[src/rtl/apb_mem_slave.sv]
// ---------------------------------------------------------------------------
// apb_mem_slave
//
// Generic APB3 storage target: a word-addressed memory array of DEPTH words
// of DATA_W bits with a programmable number of wait states per transfer.
// Out-of-range and misaligned accesses complete with pslverr=1; such writes
// leave the memory untouched and such reads return ERR_DATA.
//
// Optional feature macro: APB_MEM_PSTRB_EN
//   defined   -> pstrb port exists, writes update only strobed bytes
//   undefined -> no pstrb port, every write updates the whole word
//
// Ports:
//   clk      in   clock, all logic on the rising edge
//   presetn  in   synchronous active-low reset
//   psel     in   slave select
//   penable  in   access phase indicator
//   pwrite   in   1 = write, 0 = read
//   paddr    in   byte address [ADDR_W]
//   pwdata   in   write data [DATA_W]
//   pstrb    in   byte write strobes [DATA_W/8] (APB_MEM_PSTRB_EN only)
//   prdata   out  read data, registered [DATA_W]
//   pready   out  transfer completion, registered
//   pslverr  out  error response, registered, valid with pready
//   busy     out  transfer sitting in wait states, registered
// ---------------------------------------------------------------------------
module apb_mem_slave #(
  parameter int          DATA_W      = 32,
  parameter int          ADDR_W      = 32,
  parameter int          DEPTH       = 32,
  parameter int          WAIT_CYCLES = 0,
  parameter logic [31:0] ERR_DATA    = 32'hDEAD_BEEF
) (
  input  logic                clk,
  input  logic                presetn,
  input  logic                psel,
  input  logic                penable,
  input  logic                pwrite,
  input  logic [ADDR_W-1:0]   paddr,
  input  logic [DATA_W-1:0]   pwdata,
`ifdef APB_MEM_PSTRB_EN
  input  logic [DATA_W/8-1:0] pstrb,
`endif
  output logic [DATA_W-1:0]   prdata,
  output logic                pready,
  output logic                pslverr,
  output logic                busy
);

  localparam int BYTES = DATA_W / 8;
  localparam int OB    = $clog2(BYTES);
  localparam int IW    = $clog2(DEPTH);

  localparam logic [DATA_W-1:0] ERR_WORD  = DATA_W'(ERR_DATA);
  localparam logic [3:0]        WAIT_LOAD = 4'(WAIT_CYCLES);
  localparam bit                ZERO_WAIT = (WAIT_CYCLES == 0);

  typedef enum logic [1:0] {
    IDLE   = 2'b00,
    ACCESS = 2'b01
  } state_t;

  // Any address bit above the array's byte span means out of range (no
  // aliasing); any set byte-offset bit means misaligned. For DATA_W=8 the
  // offset mask is zero, so misalignment can never be flagged.
  function automatic logic addr_error(input logic [ADDR_W-1:0] a);
    logic oor;
    logic mis;
    oor = (a >> (OB + IW)) != '0;
    mis = (a & ADDR_W'(BYTES - 1)) != '0;
    return oor | mis;
  endfunction

  function automatic logic [DATA_W-1:0] merge_bytes(
    input logic [DATA_W-1:0] old_w,
    input logic [DATA_W-1:0] new_w,
    input logic [BYTES-1:0]  strb
  );
    logic [DATA_W-1:0] r;
    r = old_w;
    for (int b = 0; b < BYTES; b++) begin
      if (strb[b]) r[b*8 +: 8] = new_w[b*8 +: 8];
    end
    return r;
  endfunction

  logic [DATA_W-1:0] mem [DEPTH];

  state_t            state_q, state_d;
  logic [3:0]        cnt_q, cnt_d;
  logic [IW-1:0]     idx_p1;
  logic              wr_p1;
  logic              err_p1;

  logic              capture;
  logic              complete;
  logic              pready_d;
  logic              busy_d;
  logic              pslverr_d;

  logic [IW-1:0]     rd_idx;
  logic              rd_wr;
  logic              rd_err;
  logic [BYTES-1:0]  strb_eff;
  logic              setup_err;

`ifdef APB_MEM_PSTRB_EN
  assign strb_eff = pstrb;
`else
  assign strb_eff = '1;
`endif

  assign setup_err = addr_error(paddr);

  // The registered outputs for the pready cycle are loaded one edge early.
  // With zero wait states that edge is the setup edge itself, so the read
  // source comes straight from the bus instead of the captured copy.
  assign rd_idx = capture ? paddr[OB+IW-1:OB] : idx_p1;
  assign rd_wr  = capture ? pwrite            : wr_p1;
  assign rd_err = capture ? setup_err         : err_p1;

  always_comb begin
    state_d   = state_q;
    cnt_d     = cnt_q;
    capture   = 1'b0;
    complete  = 1'b0;
    pready_d  = 1'b0;
    busy_d    = 1'b0;
    pslverr_d = 1'b0;
    case (state_q)
      IDLE: begin
        if (psel && !penable) begin
          state_d   = ACCESS;
          cnt_d     = WAIT_LOAD;
          capture   = 1'b1;
          pready_d  = ZERO_WAIT;
          busy_d    = !ZERO_WAIT;
          pslverr_d = ZERO_WAIT && setup_err;
        end
      end
      ACCESS: begin
        if (cnt_q == 4'd0) begin
          // pready cycle: the transfer finishes at the edge ending it
          complete = 1'b1;
          state_d  = IDLE;
        end else if (!psel || !penable) begin
          state_d = IDLE;
          cnt_d   = 4'd0;
        end else begin
          cnt_d     = cnt_q - 4'd1;
          pready_d  = (cnt_q == 4'd1);
          busy_d    = (cnt_q != 4'd1);
          pslverr_d = (cnt_q == 4'd1) && err_p1;
        end
      end
      default: begin
        state_d = IDLE;
        cnt_d   = 4'd0;
      end
    endcase
  end

  // ---- control / output register stage ----
  always_ff @(posedge clk) begin
    if (!presetn) begin
      state_q <= IDLE;
      cnt_q   <= 4'd0;
      pready  <= 1'b0;
      busy    <= 1'b0;
      pslverr <= 1'b0;
      prdata  <= '0;
    end else begin
      state_q <= state_d;
      cnt_q   <= cnt_d;
      pready  <= pready_d;
      busy    <= busy_d;
      pslverr <= pslverr_d;
      if (pready_d && !rd_wr) begin
        prdata <= rd_err ? ERR_WORD : mem[rd_idx];
      end
    end
  end

  // ---- setup capture stage ----
  always_ff @(posedge clk) begin
    if (capture) begin
      idx_p1 <= paddr[OB+IW-1:OB];
      wr_p1  <= pwrite;
      err_p1 <= setup_err;
    end
  end

  // ---- memory write stage (pwdata/pstrb sampled at the completion edge) ----
  always_ff @(posedge clk) begin
    if (presetn && complete && wr_p1 && !err_p1) begin
      mem[idx_p1] <= merge_bytes(mem[idx_p1], pwdata, strb_eff);
    end
  end

endmodule

[config.mk]
export PLATFORM = sky130hd
export DESIGN_NAME = apb_mem_slave
export DESIGN_NICKNAME = d
export VERILOG_FILES = /design/src/rtl/apb_mem_slave.sv
export SDC_FILE = /design/constraint.sdc
export NUM_CORES = 1
export LEC_CHECK = 0
export ABC_AREA = 1
export CAP_MARGIN = 20
export CORE_MARGIN = 8
export CORE_UTILIZATION = 56
export CTS_CLUSTER_DIAMETER = 50
export DETAILED_ROUTE_END_ITERATION = 10
export PLACE_DENSITY = 0.76
export SLEW_MARGIN = 30
export SYNTH_ARGS = -nofsm -noshare
export SYNTH_HDL_FRONTEND = slang
export SYNTH_SLANG_ARGS = --single-unit
[constraint.sdc]
create_clock -name clk -period 3.5 [get_ports clk]
set_input_delay 0.7 -clock clk [delete_from_list [all_inputs] [get_ports clk]]
set_output_delay 0.7 -clock clk [all_outputs]
set_load 0.005 [all_outputs]
==> impl_metrics.env, run 1 <==
export IMPL_firstDrtPassIters=6
export IMPL_ys_seq_area_share_pct=72.9
export IMPL_fin_nets=3875
export IMPL_vdd_ir_max_mv=0.437
export IMPL_number_of_i_o_port_buffers=103
export IMPL_clk_transition_reported_paths_ps=60
export IMPL_number_of_antenna_violations_at_the_first_check_in_global_routing=10
export IMPL_gp_routability_congestion=0.832
export IMPL_fp_dieW_um=295
export IMPL_global_route_usage_total_pct=27.4
export IMPL_critical_path_peak_fanout=11
export IMPL_synthTopCellsByArea="edfxtp_1 71%, nand2_1 7.7%, nand3_1 6.9%, dfxtp_1 2.2%, inv_1 1.8%"
export IMPL_drv_max_cap_violation_count=0
export IMPL_required_ps=3870
export IMPL_setup_slack_on_the_worst_flop_to_flop_path_ps=420
export IMPL_insertion_delay_ps=680
export IMPL_holdBufCountCts=0
export IMPL_timing_critical_path_arrival_ps=3440
export IMPL_setup_worst_path_end_class="register"
export IMPL_avgSynthCellArea_um2=11.9
export IMPL_grt_pass1_vias=28500
export IMPL_tightest_slew_ps=988
export IMPL_initial_core_util_pct=56.3
export IMPL_full_die_area_um2=86800
export IMPL_fmax_mhz=325
export IMPL_route_vias_total=29800
export IMPL_number_of_placed_i_o_pins=104
export IMPL_cts_tree="built"
export IMPL_drtAntennaViolNets=0
export IMPL_final_setup_viol_count=0
export IMPL_min_period_over_period_pct=87.9
export IMPL_synthDominantAreaCellType="edfxtp_1"
export IMPL_fp_row_count=102
export IMPL_overflow=0
export IMPL_syn_num_nets=3720
export IMPL_timing_setup_critical_path_class="register to register"
export IMPL_status="finished, final reports clean"
export IMPL_kind_of_path_behind_the_tightest_hold_check="register to register"
export IMPL_post_cts_resized=0
export IMPL_library_cells_used_by_synthesis=31
export IMPL_final_hold_violation_count=0
export IMPL_proportion_of_netlist_area_held_by_the_largest_area_contributor_pct=70.7
export IMPL_timing_critical_path_from_type="register"
export IMPL_cts_htree_levels=3
export IMPL_core_area_um2=77200
export IMPL_die_h_um=295
export IMPL_place_detailed_hpwl_um=67000
export IMPL_rsz0062_at_grt="false"
export IMPL_wl_per_cell_um=24.4
export IMPL_whs_path_cells=2
export IMPL_buffer_cell_driving_the_clock_tree_root="clkbuf_16"
export IMPL_placed_cells=4733
export IMPL_crit_start="cnt_q[0]$_SDFFE_PN0P_"
export IMPL_grt_first_pass_wirelength_um=178000
export IMPL_cts_buffer_depth=3
export IMPL_tritoncts_num_buffers=109
export IMPL_grt_start_max_net_pins=86
export IMPL_netlist_area_um2=43500
export IMPL_max_slew_margin_pct=33.9
export IMPL_multi_input_comb_area_um2=10000
export IMPL_drt_initial_drc_count=4286
export IMPL_fin_setup_tns_ps=0
export IMPL_drc_errors=0
export IMPL_stdcell_count=4943
export IMPL_wirelength_um=121000
export IMPL_worstRegToRegCells=9
export IMPL_layout_drive_gt1_share_pct=10.7
export IMPL_whs_endpoint="prdata[20]$_SDFFE_PN0P_"
export IMPL_timing_clock_skew_ps=24.8
export IMPL_finalMaxSlewViolations=0
export IMPL_final_fill_count=5416
export IMPL_worst_r2r_startpoint="cnt_q[0]$_SDFFE_PN0P_"
export IMPL_synthesis_warning_total=0
export IMPL_cts_sinks=1071
export IMPL_min_from="prdata[20]$_SDFFE_PN0P_"
export IMPL_area_growth_synth_to_final_pct=15.3
export IMPL_post_layout_util_pct=64.9
export IMPL_post_cts_setup_buffer_count=0
export IMPL_worstReg2RegEnd="mem[20][28]$_DFFE_PP_"
export IMPL_power_density_cell_area_nw_per_um2=583
export IMPL_route_detailed_vias_per_inst=6.03
export IMPL_synth_seq_cells=1071
export IMPL_syn_instance_count=3649
export IMPL_sequential_cell_area_um2=31700
export IMPL_layout_min_cycle_time_ps=3080
export IMPL_power_leakage_nw=18.0
logic make-up (layout without fill, tap and decap cells):
family,after synthesis,count (layout),share of synthesized area [%]
AOI/OAI and AO/OA,430,430,5.75
adders and majority gates,2,2,0.0576
buffers and inverters,444,692,4.66
and+or+nand+nor,1700,1700,16.6
DFF,1071,1071,72.9
xor gates and xnor gates,2,2,0.0403
other,0,6,0
state kept, by name (all words and copies together) (netlist names), 4 cells and up:
| signal | flops |
|---|---|
| prdata | 32 |
| mem | 1024 |
| cnt_q | 4 |
| idx_p1 | 5 |
stage by stage:
step	instance area, um^2	setup slack, ps	hold WS [ps]	power [mW]
2_1_floorplan	43500	75.6	444	16.7
3_3_place_gp	46800	287	451	18.1
3_5_place_dp	46800	166	467	18.2
4_1_cts	50200	517	476	29.2
5_1_grt	50100	325	506	30.1
6_report	50100	424	475	29.2
routing by layer:
metal	global-route usage, %	wire length [um]	vias up
met5	0	0	-
met4	10.8	4450	0
met3	5.11	15400	297
met2	43.9	56900	2059
met1	37.2	44000	14300
li1	-	-	13200
area by class of cell:
cell class	instances	area share, %
clock buffers	146	5.86
diodes	6	0.0300
multi-input cells	2134	20.0
clock inverters	58	1.03
inverters	218	1.65
repair buffers	270	5.56
flip-flops and latches	1071	63.2
well taps	1040	2.60
cell usage after synthesis:
master    number
nand3_1      600
nor2_4         1
nand3_4        1
xor2_1         2
a21oi_1      113
inv_2          6
ha_1           2
a21oi_4        1
nand2_2        1
nand2_4        2
nor4_1         6
o21ai_2        1
buf_6         21
dfxtp_1       47
o211ai_1     100
o21ai_4        2
nand4_4        1
clkbuf_1      55
o21ai_1       85
buf_1         11
buf_4         11
inv_1        212
buf_2        128
and2_0         1
edfxtp_1    1024
o21ai_0      112
nand4_1        2
nor2_1       190
nor3_1         2
nand2_1      893
a21oi_2       16
how the worst max path moves through the flow:
stage | to | cells past startpoint
after floorplan | mem[12][0]$_DFFE_PP_ | 7
after global placement | prdata[29]$_SDFFE_PN0P_ | 14
after detailed placement | prdata[16]$_SDFFE_PN0P_ | 14
after CTS | mem[20][13]$_DFFE_PP_ | 9
after global routing | mem[20][13]$_DFFE_PP_ | 9
final | mem[20][28]$_DFFE_PP_ | 9
critical path, cell delays in order, from the launching register on:
cell     delay (ps)
dfxtp_1         310
inv_1           110
ha_1            200
nand3_1         110
nor3_1          210
nand3_1         240
nor2_1          270
nand3_1         370
nor2_4          680
buf_12          250
power breakdown:
part	internal (mW)	leakage [nW]	switching, mW
combinational	1.28	6.78	2.62
clock	6.30	1.67	4.86
sequential	14.1	9.59	0.0618
layout by cell type, fill, tap and decap left out, types with 5 or more instances in the layout:
| master | n |
|---|---|
| a21oi_1 | 113 |
| a21oi_2 | 16 |
| buf_12 | 51 |
| buf_2 | 27 |
| buf_4 | 116 |
| bufinv_16 | 5 |
| clkbuf_1 | 30 |
| clkbuf_16 | 109 |
| clkbuf_8 | 7 |
| clkdlybuf4s50_1 | 76 |
| clkinv_1 | 18 |
| clkinv_2 | 13 |
| clkinvlp_4 | 6 |
| dfxtp_1 | 47 |
| diode_2 | 6 |
| edfxtp_1 | 1024 |
| inv_1 | 211 |
| inv_2 | 5 |
| inv_6 | 11 |
| nand2_1 | 891 |
| nand3_1 | 600 |
| nor2_1 | 158 |
| nor2_4 | 33 |
| nor4_1 | 6 |
| o211ai_1 | 100 |
| o21ai_0 | 112 |
| o21ai_1 | 84 |
Note: power is estimated with default switching activity, not from simulation.
==> run 2: changes to the inputs <==
--- a/config.mk
+++ b/config.mk
@@ -5,13 +5,12 @@
 export SDC_FILE = /design/constraint.sdc
 export NUM_CORES = 1
 export LEC_CHECK = 0
-export ABC_AREA = 1
 export CAP_MARGIN = 20
 export CORE_MARGIN = 8
-export CORE_UTILIZATION = 56
+export CORE_UTILIZATION = 55
 export CTS_CLUSTER_DIAMETER = 50
 export DETAILED_ROUTE_END_ITERATION = 10
-export PLACE_DENSITY = 0.76
+export PLACE_DENSITY = 0.75
 export SLEW_MARGIN = 30
 export SYNTH_ARGS = -nofsm -noshare
 export SYNTH_HDL_FRONTEND = slang
==> impl_metrics.env, run 2 <==
export IMPL_status="finished, final reports clean"
export IMPL_largest_registers="mem (1024), prdata (32), idx_p1 (5)"
export IMPL_timing_clock_skew_ps=33.1
export IMPL_synthDominantAreaCellType="edfxtp_1"
export IMPL_drc_errors=0
export IMPL_number_of_flip_flops_under_the_largest_register_name=1024
export IMPL_full_die_area_um2=84300
export IMPL_timing_setup_critical_path_class="primary input to register"
export IMPL_buffer_cell_driving_the_clock_tree_root="clkbuf_16"
export IMPL_fp_dieW_um=290
export IMPL_crit_chain="clkdlybuf4s50_1 > or3b_1 > buf_4 > a21oi_4 > buf_4 > buf_12 > buf_12 > nand2_1 > a32oi_1 > a31oi_1 > nor3_1 > a221o_1"
export IMPL_area_growth_synth_to_final_pct=19.2
export IMPL_setup_worst_path_end_class="register"
export IMPL_post_cts_resized=0
export IMPL_worstRegToRegCells=11
export IMPL_layout_min_cycle_time_ps=3260
export IMPL_synthTopCellsByArea="edfxtp_1 74%, nand2_1 8.1%, nand3_1 4.0%, dfxtp_1 2.3%, mux2i_1 1.8%"
export IMPL_max_flop_register="mem"
export IMPL_synth_seq_cells=1071
export IMPL_mostFrequentLayoutCell="edfxtp_1"
export IMPL_wl_per_cell_um=26.5
export IMPL_cts_buffer_depth=3
export IMPL_number_of_antenna_violations_at_the_first_check_in_global_routing=6
export IMPL_fin_setup_tns_ps=0
export IMPL_post_cts_setup_buffer_count=0
export IMPL_final_setup_worst_slack_ps=243
export IMPL_global_route_usage_total_pct=26.9
export IMPL_cts_sinks=1071
export IMPL_rsz0062_at_grt="false"
export IMPL_ys_dominant_reg_cell="edfxtp_1"
export IMPL_final_hold_violation_count=0
export IMPL_vdd_ir_max_mv=0.487
export IMPL_layout_drive_gt1_share_pct=14.0
export IMPL_die_h_um=290
export IMPL_drv_max_cap_violation_count=0
export IMPL_grt_pass1_vias=27400
export IMPL_tritoncts_num_buffers=109
export IMPL_initial_core_util_pct=55.6
export IMPL_number_of_i_o_port_buffers=103
export IMPL_power_density_cell_area_nw_per_um2=592
export IMPL_slowest_stage="clkdlybuf4s50_1"
export IMPL_required_ps=4090
export IMPL_ys_seq_area_share_pct=76.5
export IMPL_syn_instance_count=3043
export IMPL_power_leakage_nw=16.7
export IMPL_insertion_delay_ps=670
export IMPL_max_slew_margin_pct=36.7
export IMPL_finalMaxSlewViolations=0
export IMPL_final_setup_viol_count=0
export IMPL_library_cells_used_by_synthesis=50
export IMPL_drtAntennaViolNets=0
export IMPL_cts_htree_levels=3
export IMPL_core_area_um2=74400
export IMPL_holdBufCountCts=0
export IMPL_place_detailed_hpwl_um=66400
export IMPL_grt_start_max_net_pins=75
export IMPL_crit_path_max_incr_delay_ps=490
export IMPL_tightest_slew_ps=946
export IMPL_most_frequent_cells_in_the_layout="1024 x edfxtp_1, 895 x nand2_1, 335 x nand3_1, 157 x buf_4, 111 x clkbuf_16"
export IMPL_overflow=0
export IMPL_fin_nets=3380
export IMPL_timing_critical_path_from_type="primary input"
export IMPL_gp_routability_congestion=0.859
export IMPL_critical_path_peak_fanout=33
export IMPL_dp_slack_ps=-270
export IMPL_route_vias_total=27600
export IMPL_finish_instance_area_um2=49300
export IMPL_async_reset_ff_share_pct=0
export IMPL_number_of_placed_i_o_pins=104
export IMPL_avgSynthCellArea_um2=13.6
export IMPL_placement_cell_area_um2=45900
export IMPL_syn_num_nets=3114
export IMPL_post_synth_top_count_cell="edfxtp_1"
export IMPL_kind_of_path_behind_the_tightest_hold_check="register to register"
export IMPL_clk_transition_reported_paths_ps=60
export IMPL_timing_critical_path_arrival_ps=3850
export IMPL_route_detailed_vias_per_inst=6.32
export IMPL_drt_initial_drc_count=3895
export IMPL_count_of_flip_flops_with_a_built_in_enable_after_synthesis=1024
export IMPL_firstDrtPassIters=6
export IMPL_cts_tree="built"
export IMPL_wirelength_um=116000
export IMPL_fp_row_count=100
export IMPL_netlist_area_um2=41400
export IMPL_ys_top_cells_by_count="1024 x edfxtp_1, 897 x nand2_1, 335 x nand3_1, 98 x a31oi_1, 93 x clkbuf_1"
export IMPL_min_period_over_period_pct=93.1
export IMPL_grt_first_pass_wirelength_um=173000
export IMPL_whs_path_cells=2
export IMPL_proportion_of_netlist_area_held_by_the_largest_area_contributor_pct=74.3
export IMPL_synthesis_warning_total=0
export IMPL_fmax_mhz=307
==> run 2: cell count changes after synthesis, sizes merged, moves of 24 or more <==
cell,change
inv,-211
o211ai,-98
a221o,+24
a32oi,+57
a21oi,-75
a31oi,+98
mux2i,+76
buf,-85
nand4,+48
nor2,-126
clkbuf,+39
o21ai,-191
nand3,-266
nor3,+26
==> run 2: final cells by class <==
cell class                      count  area [um^2]
Sequential cell                  1071        31700
Fill cell                        4953        25100
Multi-Input combinational cell   1784         9230
Timing Repair Buffer              335         3620
Clock buffer                      156         3060
Tap cell                          969         1210
Clock inverter                     47          494
Inverter                            8         37.5
Antenna cell                        4         10.0
==> run 2: critical path: cells and delay by family <==
kind	cells	cell delay, ps
AND/OR/NAND/NOR	3	990
AO/OA/AOI/OAI	4	830
buffers and inverters	5	1290
==> run 2: cell families after synthesis <==
kind of cell	after synthesis	share of synthesized area, %
adders and majority gates	2	0.0604
buffers and inverters	188	2.01
AOI/OAI and AO/OA	289	4.93
and+or+nand+nor	1416	14.5
muxes	77	1.91
DFF	1071	76.5
==> run 2: worst paths after layout <==
path	from	endpoint	slack, ps
min reg2reg	wr_p1$_DFF_P_	wr_p1$_DFF_P_	480
min	wr_p1$_DFF_P_	wr_p1$_DFF_P_	480
max reg2reg	state_q[0]$_SDFFE_PN0P_	prdata[0]$_SDFFE_PN0P_	270
max	psel	prdata[0]$_SDFFE_PN0P_	240
==> run 2: stage by stage <==
stage	hold WS, ps	util [%]	std cells	total power, mW
2_1_floorplan	436	-	3043	16.3
3_3_place_gp	452	61.6	4165	17.9
3_5_place_dp	466	61.6	4167	18.0
4_1_cts	474	66.4	4370	29.2
5_1_grt	486	66.3	4372	30.0
6_report	482	66.3	4374	29.2
==> run 2: report_power, final <==
| part | total [mW] | internal (mW) | switching [mW] |
|---|---|---|---|
| Sequential | 14.2 | 14.1 | 0.0818 |
| Clock | 11.4 | 6.62 | 4.80 |
| Combinational | 3.63 | 1.33 | 2.31 |
==> run 2: routing by layer <==
| metal | part of all wire, % | wire length (um) | global-route usage, % |
|---|---|---|---|
| met1 | 37 | 43400 | 36.2 |
| met2 | 46 | 53800 | 42.5 |
| met3 | 12 | 14300 | 6.51 |
| met4 | 4.0 | 4600 | 10.5 |
| met5 | 0 | 0 | 0 |
